==> src/rtl/gray_cen_sequencer.sv <==
// Run-control sequencer for a Gray-code counter: drives the counter's cen from
// a start command (programmable start delay, burst length or free-running) and
// watches the counter output for breaks of the single-bit-change rule.
module gray_cen_sequencer #(
  parameter int WIDTH = 3,
  parameter int DLY_W = 4,
  parameter int LEN_W = 8
) (
  input  logic             clk,
  input  logic             rst,
  input  logic             start,
  input  logic             abort,
  input  logic             mode,
  input  logic [DLY_W-1:0] delay,
  input  logic [LEN_W-1:0] length,
  input  logic [WIDTH-1:0] gray_in,
  output logic             cen,
  output logic             busy,
  output logic             done,
  output logic             gray_err
);

  typedef enum logic [1:0] {IDLE, DELAY, RUN} state_t;

  state_t             state;
  logic [DLY_W-1:0]   dly_cnt;
  logic [LEN_W-1:0]   len_cnt;
  logic [LEN_W-1:0]   len_q;
  logic               mode_q;
  logic [WIDTH-1:0]   gray_q;
  logic               cen_q;
  logic               hist_vld;
  logic               acc;
  logic               viol;

  function automatic int popcount(input logic [WIDTH-1:0] v);
    int n;
    n = 0;
    for (int i = 0; i < WIDTH; i++) n += int'(v[i]);
    return n;
  endfunction

  // A start is taken only from IDLE, and abort always wins over it
  assign acc = (state == IDLE) && start && !abort;

  // One step between samples is legal only while the counter was enabled
  always_comb begin
    viol = hist_vld && (popcount(gray_in ^ gray_q) != int'(cen_q));
  end

  // Control FSM: state, cen, busy and done are all registered here
  always_ff @(posedge clk) begin
    if (rst) begin
      state <= IDLE;
      cen   <= 1'b0;
      busy  <= 1'b0;
      done  <= 1'b0;
    end else begin
      done <= 1'b0;
      case (state)
        IDLE: begin
          if (acc) begin
            if (delay != '0) begin
              state <= DELAY;
              busy  <= 1'b1;
            end else if (mode || (length != '0)) begin
              state <= RUN;
              busy  <= 1'b1;
              cen   <= 1'b1;
            end else begin
              done  <= 1'b1;
            end
          end
        end
        DELAY: begin
          if (abort) begin
            state <= IDLE;
            busy  <= 1'b0;
          end else if (dly_cnt == DLY_W'(1)) begin
            if (mode_q || (len_q != '0)) begin
              state <= RUN;
              cen   <= 1'b1;
            end else begin
              state <= IDLE;
              busy  <= 1'b0;
              done  <= 1'b1;
            end
          end
        end
        RUN: begin
          if (abort) begin
            state <= IDLE;
            busy  <= 1'b0;
            cen   <= 1'b0;
          end else if (!mode_q && (len_cnt == LEN_W'(1))) begin
            state <= IDLE;
            busy  <= 1'b0;
            cen   <= 1'b0;
            done  <= 1'b1;
          end
        end
        default: begin
          state <= IDLE;
          busy  <= 1'b0;
          cen   <= 1'b0;
        end
      endcase
    end
  end

  // Latched burst parameters and down-counters; the FSM decides when they matter
  always_ff @(posedge clk) begin
    if (acc) begin
      mode_q  <= mode;
      len_q   <= length;
      dly_cnt <= delay;
      len_cnt <= length;
    end else if (state == DELAY) begin
      dly_cnt <= dly_cnt - DLY_W'(1);
      len_cnt <= len_q;
    end else if (state == RUN) begin
      len_cnt <= len_cnt - LEN_W'(1);
    end
  end

  // Checker history: previous Gray sample and the cen that was driving it
  always_ff @(posedge clk) begin
    gray_q <= gray_in;
    cen_q  <= cen;
  end

  // Sticky error flag; a violation on the accepting edge is kept, not lost
  always_ff @(posedge clk) begin
    if (rst) begin
      hist_vld <= 1'b0;
      gray_err <= 1'b0;
    end else begin
      hist_vld <= 1'b1;
      if (viol)     gray_err <= 1'b1;
      else if (acc) gray_err <= 1'b0;
    end
  end

endmodule

==> config.mk <==
export PLATFORM = sky130hd
export DESIGN_NAME = gray_cen_sequencer
export DESIGN_NICKNAME = d
export VERILOG_FILES = /design/src/rtl/gray_cen_sequencer.sv
export SDC_FILE = /design/constraint.sdc
export NUM_CORES = 1
export LEC_CHECK = 0
export BUFFER_PORTS_ARGS = -buffer_cell sky130_fd_sc_hd__buf_2
export CAP_MARGIN = 20
export CORE_UTILIZATION = 25
export DETAILED_ROUTE_END_ITERATION = 6
export PLACE_DENSITY_LB_ADDON = 0.08
export RECOVER_POWER = 100
export SYNTH_ARGS = -nofsm -noshare
export SYNTH_HDL_FRONTEND = slang
export SYNTH_SLANG_ARGS = --single-unit
==> constraint.sdc <==
create_clock -name clk -period 4.3 [get_ports clk]
set_clock_uncertainty 0.1 [all_clocks]
set_input_delay 0 -clock clk [delete_from_list [all_inputs] [get_ports clk]]
set_output_delay 0 -clock clk [all_outputs]
set_load 0.05 [all_outputs]
==> results of run 1 <==
==> placed cells by master (no fill, tap or decap), drive strengths merged, types with 2 or more instances in the layout <==
cell / count
xor2: 2
o211ai: 2
nor3: 5
or3: 2
nand2: 15
nor3b: 3
o21ai: 14
nand2b: 2
a31oi: 2
nand3: 3
edfxtp: 21
clkbuf: 25
xnor2: 9
ha: 4
inv: 8
a21oi: 11
and3: 2
dfxtp: 11
mux2i: 2
dlygate4sd3: 17
nor2: 11
or4: 4
nor4: 4
buf: 6
==> power by group <==
| group | leakage [nW] | switching [mW] | internal [mW] |
|---|---|---|---|
| Clock | 0.0515 | 0.103 | 0.146 |
| Sequential | 0.290 | 0.0359 | 0.383 |
| Combinational | 0.395 | 0.107 | 0.0788 |
| Total | 0.737 | 0.245 | 0.607 |
==> kinds of logic (layout without fill, tap and decap cells) <==
logic type	after synthesis	count (layout)
flip-flops	32	32
XOR/XNOR	11	11
AO/OA/AOI/OAI	34	34
multiplexers	2	2
AND/OR/NAND/NOR	54	54
buffers and inverters	13	56
adder cells (fa/ha/maj)	5	5
==> worst max path at each step <==
stage	to	slack (ns)	depth (start not counted)
2_1_floorplan	dly_cnt[2]	2.40	6
3_3_place_gp	len_cnt[4]	2.12	4
3_5_place_dp	len_cnt[3]	2.08	4
4_1_cts	len_cnt[3]	2.09	4
5_1_grt	busy	1.76	7
6_report	busy	1.80	7
==> timing repair <==
action	4_1_cts	5_1_grt
endpoints found under the hold margin	30	0
buffers inserted	0	0
endpoints found under the setup margin	0	0
hold buffers	17	0
==> routing by layer <==
metal  up-vias  wire length, um  track usage [%]  part of all wire (%)
met3         2              161             3.74                   4.6
met4         0               24             4.48                  0.68
met2        32             1680             18.4                    48
met1       567             1650             14.0                    47
li1        631                -                -                     -
met5         -                0                0                     0
==> area by class of cell <==
class | count | share of cell area, %
flip-flops and latches | 32 | 41.6
inverters | 8 | 1.47
multi-input cells | 106 | 34.4
repair buffers | 40 | 12.9
clock buffers | 8 | 4.90
well taps | 77 | 4.71
==> state kept, by name, summed over array words and instances, names as in the netlist <==
name      cells
len_cnt       8
done          1
mode_q        1
hist_vld      1
cen           1
state         2
gray_err      1
len_q         8
gray_q        3
dly_cnt       4
busy          1
cen_q         1
==> worst max-delay path, delay by kind of cell <==
family | cells | cell delay, ns
simple gates | 2 | 1.42
compound gates | 3 | 0.53
buf+inv | 2 | 0.66
==> through the flow <==
step | hold WS, ns | utilization, % | power, mW
CTS | 0.0224 | 33.1 | 0.873
floorplan | -0.0723 | - | 0.553
global placement | 0.0316 | 28.8 | 0.606
global route | 0.0621 | 32.4 | 0.904
finish | 0.0439 | 32.4 | 0.853
detailed placement | 0.0287 | 28.8 | 0.605
==> metrics.cfg, run 1 <==
[worst_setup_path]
r2r_setup_slack_ns = 2.13
startpoint = length[4]
arrival_ns = 2.61
worstPathRequired_ns = 4.41
critPathLaunchType = input port
critPathKind = in -> reg
cpMaxStageDelayCell = nor4_1
cpPeakStageDelay_ns = 0.74
critPathCaptureType = register
crit_chain = dlygate4sd3_1 -> clkbuf_1 -> or4_2 -> nor4_1 -> a21oi_2 -> a31o_1 -> a21oi_2
cp_max_fo = 3
r2r_cells = 4
crit_top_cell = a21oi_2
r2r_end = len_cnt[5]
reg2reg_from = state[1]

[cells_and_area]
multi_input_area_um2 = 703
nFillCells = 666
finish.net_count = 218
syn2layout_area_growth_pct = 25.6
ff_latch_area_um2 = 851
design_area_mm2 = 0.00204
stdcell_count = 271
drive_above_1_share_pct = 11.9
antenna_cells = 0

[global_route]
antenna_found_initial = 0
grt_pass1_wl_mm = 5.57
track_usage_pct = 11.4
grt_max_degree = 23
grt_pass1_vias = 1174
grt_overflow = 0

[yosys]
yosys.area_share.simple_pct = 20.5
synth.most_common_cell = edfxtp_1
post_synth_instance_area_mm2 = 0.00163
yosys-top-cells-count = edfxtp_1, nand2_1, o21ai_0
synth_compound_gate_area_share_pct = 12.7
yosys_warnings = 0
synthMuxAreaShare_pct = 1.23
synthesis.nets = 176
yosys.cell_types.count = 38
syn_avg_cell_area_um2 = 10.8
yosys_most_used_dff = edfxtp_1
synth_edf_count = 21
yosysTopAreaCellShare_pct = 38.7
synth_fa_ha_area_share_pct = 4.30
synthXorXnorAreaFrac_pct = 5.92
synth_top_family_by_area = simple AND/OR/NAND/NOR gates
synth_cells = 151
synth_area_leader_cell = edfxtp_1
yosysSeqAreaShare_pct = 52.3
async_reset_ff_share_pct = 0
synth_area_leaders = edfxtp_1, dfxtp_1, xnor2_1
synth_seq_cells = 32

[clock_tree]
worstSkewPairLatency_ns = 0.28
cts_buffer_depth = 2
cts_root_buffer = clkbuf_8
clk_pin_slew_ns = 0.06
ctsResizeCount = 0
h-tree-depth = 2
cts_buffers = 5
cts_tree = done
cts.sinks = 32

[detailed_routing]
vias = 1232
via_per_inst = 4.55
drt_iter0_drc = 39
drt.antenna.violating_nets = 0
drc = 0
wl_per_cell_um = 13.0
first_pass_iters = 4
wl_mm = 3.52

[place]
gp_congestion = 0.805
dp_hpwl_mm = 2.56
port_buffers = 23
placed_area_mm2 = 0.00182
placedCellCount = 246
dp_slack_ns = 2.08

[timing]
hold_viol_final = 0
setup_viol = 0
maxSlewViolCount = 0
worst_slew_pin_slew_ns = 0.872
slew_headroom_pct = 41.3
post-route-period-util_pct = 58.1
fmax_mhz = 400
period_needed_ns = 2.50
finalWorstSetupSlack_ns = 1.80
final.setup.tns_ns = 0
rsz0062_at_grt = false

[power]
p_leak_nw = 0.737
p_per_area_mw_per_mm2 = 417
ir_drop_mv = 0.142

[hold_path]
hold_start = abort
min-delay-path-class = in -> reg
min_to = done
holdPathStages = 4

[floorplanning]
core-area_mm2 = 0.00631
rows = 29
die_area_mm2 = 0.00684
die_h_um = 82.7
initial_core_util_pct = 25.8
num_io_pins = 24
die_w_um = 82.7

[job]
drv_cap = 0

[outcome]
status = complete, no violations

Power figures use the tool's default switching activity.
==> run 2: changes to the inputs <==
--- a/config.mk
+++ b/config.mk
@@ -5,6 +5,7 @@
 export SDC_FILE = /design/constraint.sdc
 export NUM_CORES = 1
 export LEC_CHECK = 0
+export ABC_AREA = 1
 export BUFFER_PORTS_ARGS = -buffer_cell sky130_fd_sc_hd__buf_2
 export CAP_MARGIN = 20
 export CORE_UTILIZATION = 25
==> constraint.sdc (replaced) <==
create_clock -name clk -period 2.6 [get_ports clk]
set_clock_uncertainty 0.1 [all_clocks]
set_input_delay 0 -clock clk [delete_from_list [all_inputs] [get_ports clk]]
set_output_delay 0 -clock clk [all_outputs]
set_load 0.05 [all_outputs]
==> metrics.cfg, run 2 <==
[outcome]
status = complete, no violations  ; unchanged

[yosys]
synth_area_leaders = edfxtp_1, dfxtp_1, nand2_1  ; was edfxtp_1, dfxtp_1, xnor2_1
yosysTopAreaCellShare_pct = 35.8  ; was 38.7%
syn_avg_cell_area_um2 = 7.96  ; was 10.8 um^2
synth_seq_cells = 32  ; unchanged
synth_edf_count = 21  ; unchanged
synth_cells = 221  ; was 151
async_reset_ff_share_pct = 0  ; unchanged
synthesis.nets = 246  ; was 176
yosysSeqAreaShare_pct = 48.4  ; was 52.3%
synth.most_common_cell = nand2_1  ; was edfxtp_1
yosys_most_used_dff = edfxtp_1  ; unchanged
yosys-top-cells-count = nand2_1, inv_1, nor2_1  ; was edfxtp_1, nand2_1, o21ai_0
post_synth_instance_area_mm2 = 0.00176  ; was 0.00163 mm^2
synth_area_leader_cell = edfxtp_1  ; unchanged
yosys_warnings = 0  ; unchanged
yosys.cell_types.count = 28  ; was 38

[clock_tree]
cts_tree = done  ; unchanged
cts_buffer_depth = 2  ; unchanged
cts_root_buffer = clkbuf_8  ; unchanged
cts_buffers = 5  ; unchanged
worstSkewPairLatency_ns = 0.29  ; was 0.28 ns
clk_pin_slew_ns = 0.07  ; was 0.06 ns
cts_setup_buffers = 0  ; unchanged
cts.sinks = 32  ; unchanged
h-tree-depth = 2  ; unchanged

[cells_and_area]
top_regs = len_cnt (8), len_q (8), dly_cnt (4)  ; unchanged
final_cell_mix = nand2_1, inv_1, nor2_1  ; was edfxtp_1, clkbuf_1, dlygate4sd3_1
final_common_cell = nand2_1  ; was edfxtp_1
post-route-util_pct = 32.7  ; was 32.4%
design_area_mm2 = 0.00222  ; was 0.00204 mm^2
drive_above_1_share_pct = 10.2  ; was 11.9%
finish.net_count = 290  ; was 218
syn2layout_area_growth_pct = 26.1  ; was 25.6%
stdcell_count = 362  ; was 271
antenna_cells = 0  ; unchanged

[hold_path]
hold_start = abort  ; unchanged
holdPathStages = 4  ; unchanged
min_to = state[0]  ; was done
min-delay-path-class = in -> reg  ; unchanged

[global_route]
antenna_found_initial = 0  ; unchanged
track_usage_pct = 12.4  ; was 11.4%
grt_max_degree = 22  ; was 23
grt_overflow = 0  ; unchanged
grt_pass1_wl_mm = 6.86  ; was 5.57 mm
grt_pass1_vias = 1422  ; was 1174

[floorplanning]
initial_core_util_pct = 25.9  ; was 25.8%
rows = 30  ; was 29
num_io_pins = 24  ; unchanged
die_w_um = 85.9  ; was 82.7 um
core-area_mm2 = 0.00679  ; was 0.00631 mm^2
die_h_um = 85.9  ; was 82.7 um
die_area_mm2 = 0.00738  ; was 0.00684 mm^2

[detailed_routing]
wl_mm = 4.18  ; was 3.52 mm
drt.antenna.violating_nets = 0  ; unchanged
drc = 0  ; unchanged
vias = 1496  ; was 1232
via_per_inst = 4.13  ; was 4.55
wl_per_cell_um = 11.5  ; was 13.0 um
first_pass_iters = 4  ; unchanged
drt_iter0_drc = 61  ; was 39

[timing]
rsz0062_at_grt = false  ; unchanged
setup_viol = 0  ; unchanged
worst_slew_pin_slew_ns = 0.619  ; was 0.872 ns
slew_headroom_pct = 58.7  ; was 41.3%
maxSlewViolCount = 0  ; unchanged
hold_viol_final = 0  ; unchanged
finalWorstSetupSlack_ns = 0.512  ; was 1.80 ns
period_needed_ns = 2.09
final.setup.tns_ns = 0  ; unchanged
fmax_mhz = 479
holdWs_ns = 0.0272  ; was 0.0439 ns
post-route-period-util_pct = 80.3

[place]
placed_area_mm2 = 0.00197  ; was 0.00182 mm^2
dp_hpwl_mm = 3.16  ; was 2.56 mm
dp_slack_ns = 0.761  ; was 2.08 ns
placedCellCount = 337  ; was 246
port_buffers = 23  ; unchanged
gp_congestion = 0.809  ; was 0.805

[worst_setup_path]
cpMaxStageDelayCell = inv_2  ; was nor4_1
critPathCaptureType = register  ; unchanged
arrival_ns = 2.00  ; was 2.61 ns
worst-path-stages = 6  ; was 7
r2r_end = len_cnt[6]  ; was len_cnt[5]
critPathKind = reg -> reg  ; was in -> reg
cp_max_fo = 21  ; was 3
critPathLaunchType = register  ; was input port
critPathTopFamily = simple AND/OR/NAND/NOR gates  ; unchanged
cpPeakStageDelay_ns = 0.45  ; was 0.74 ns
crit_chain = nor2_1 -> nand2_1 -> inv_2 -> a21oi_1 -> nand2_1 -> o21ai_0  ; was dlygate4sd3_1 -> clkbuf_1 -> or4_2 -> nor4_1 -> a21oi_2 -> a31o_1 -> a21oi_2
r2r_cells = 6  ; was 4
reg2reg_from = state[1]  ; unchanged
cp.buffers_inverters = 1  ; was 2
worstPathRequired_ns = 2.51  ; was 4.41 ns
crit_top_cell = nand2_1  ; was a21oi_2
r2r_setup_slack_ns = 0.51  ; was 2.13 ns

[power]
p_comb_share_pct = 41.9  ; was 21.7%
switchingPower_uw = 931  ; was 245 uW
p_leak_nw = 0.961  ; was 0.737 nW
p_total_mw = 2.27  ; was 853 uW
power_frac_clock_pct = 18.9  ; was 29.2%
seqPwrFrac_pct = 39.2  ; was 49.1%
ir_drop_mv = 0.281  ; was 0.142 mV
p_int_mw = 1.34  ; was 607 uW
p_per_area_mw_per_mm2 = 1020  ; was 417 mW/mm^2
switching_share_pct = 40.9  ; was 28.8%

[job]
drv_cap = 0  ; unchanged

-- run 2: cell families (layout without fill, tap and decap cells) --
family	after synthesis	count (layout)	synth area share (%)
AND/OR/NAND/NOR	103	103	25.0
flip-flops	32	32	48.4
buffers and inverters	39	84	9.03
XOR/XNOR	5	5	2.49
adder cells (fa/ha/maj)	5	5	3.98
AO/OA/AOI/OAI	37	37	11.1
-- run 2: routing by layer --
layer | routed length (um) | global-route usage, %
met1 | 2130 | 16.4
met2 | 1760 | 18.6
met3 | 180 | 3.75
met4 | 115 | 5.45
met5 | 0 | 0
-- run 2: timing repair --
action,in CTS,in global routing
hold endpoints to repair,30,0
resized for setup,0,0
hold buffers,17,0
-- run 2: how the worst max path moves through the flow --
stage | start | endpoint | slack, ns
floorplan | state[0] | len_cnt[0] | 1.07
CTS | state[1] | len_cnt[6] | 0.74
detailed placement | state[0] | len_cnt[6] | 0.76
global route | state[1] | len_cnt[6] | 0.32
finish | state[1] | len_cnt[6] | 0.51
global placement | state[1] | len_cnt[6] | 0.79
-- run 2: tightest hold or removal path: stages --
cell and delay [ns]:
buf_2 0.14, nor2_2 0.07, nand2_1 0.09, a21oi_1 0.07
-- run 2: layout make-up --
cell class / instances / area [um^2]
repair buffers: 40 / 268
fillers: 767 / 4580
inverters: 36 / 135
multi-input cells: 150 / 744
clock buffers: 8 / 100
well taps: 96 / 120
flip-flops and latches: 32 / 851
-- run 2: power groups by stage --
stage	combinational, mW	sequential (mW)	clock, mW
global route	1.09	0.916	0.465
global placement	0.972	0.905	0
floorplan	0.692	0.936	0
detailed placement	0.968	0.903	0
finish	0.952	0.892	0.430
CTS	0.991	0.892	0.444
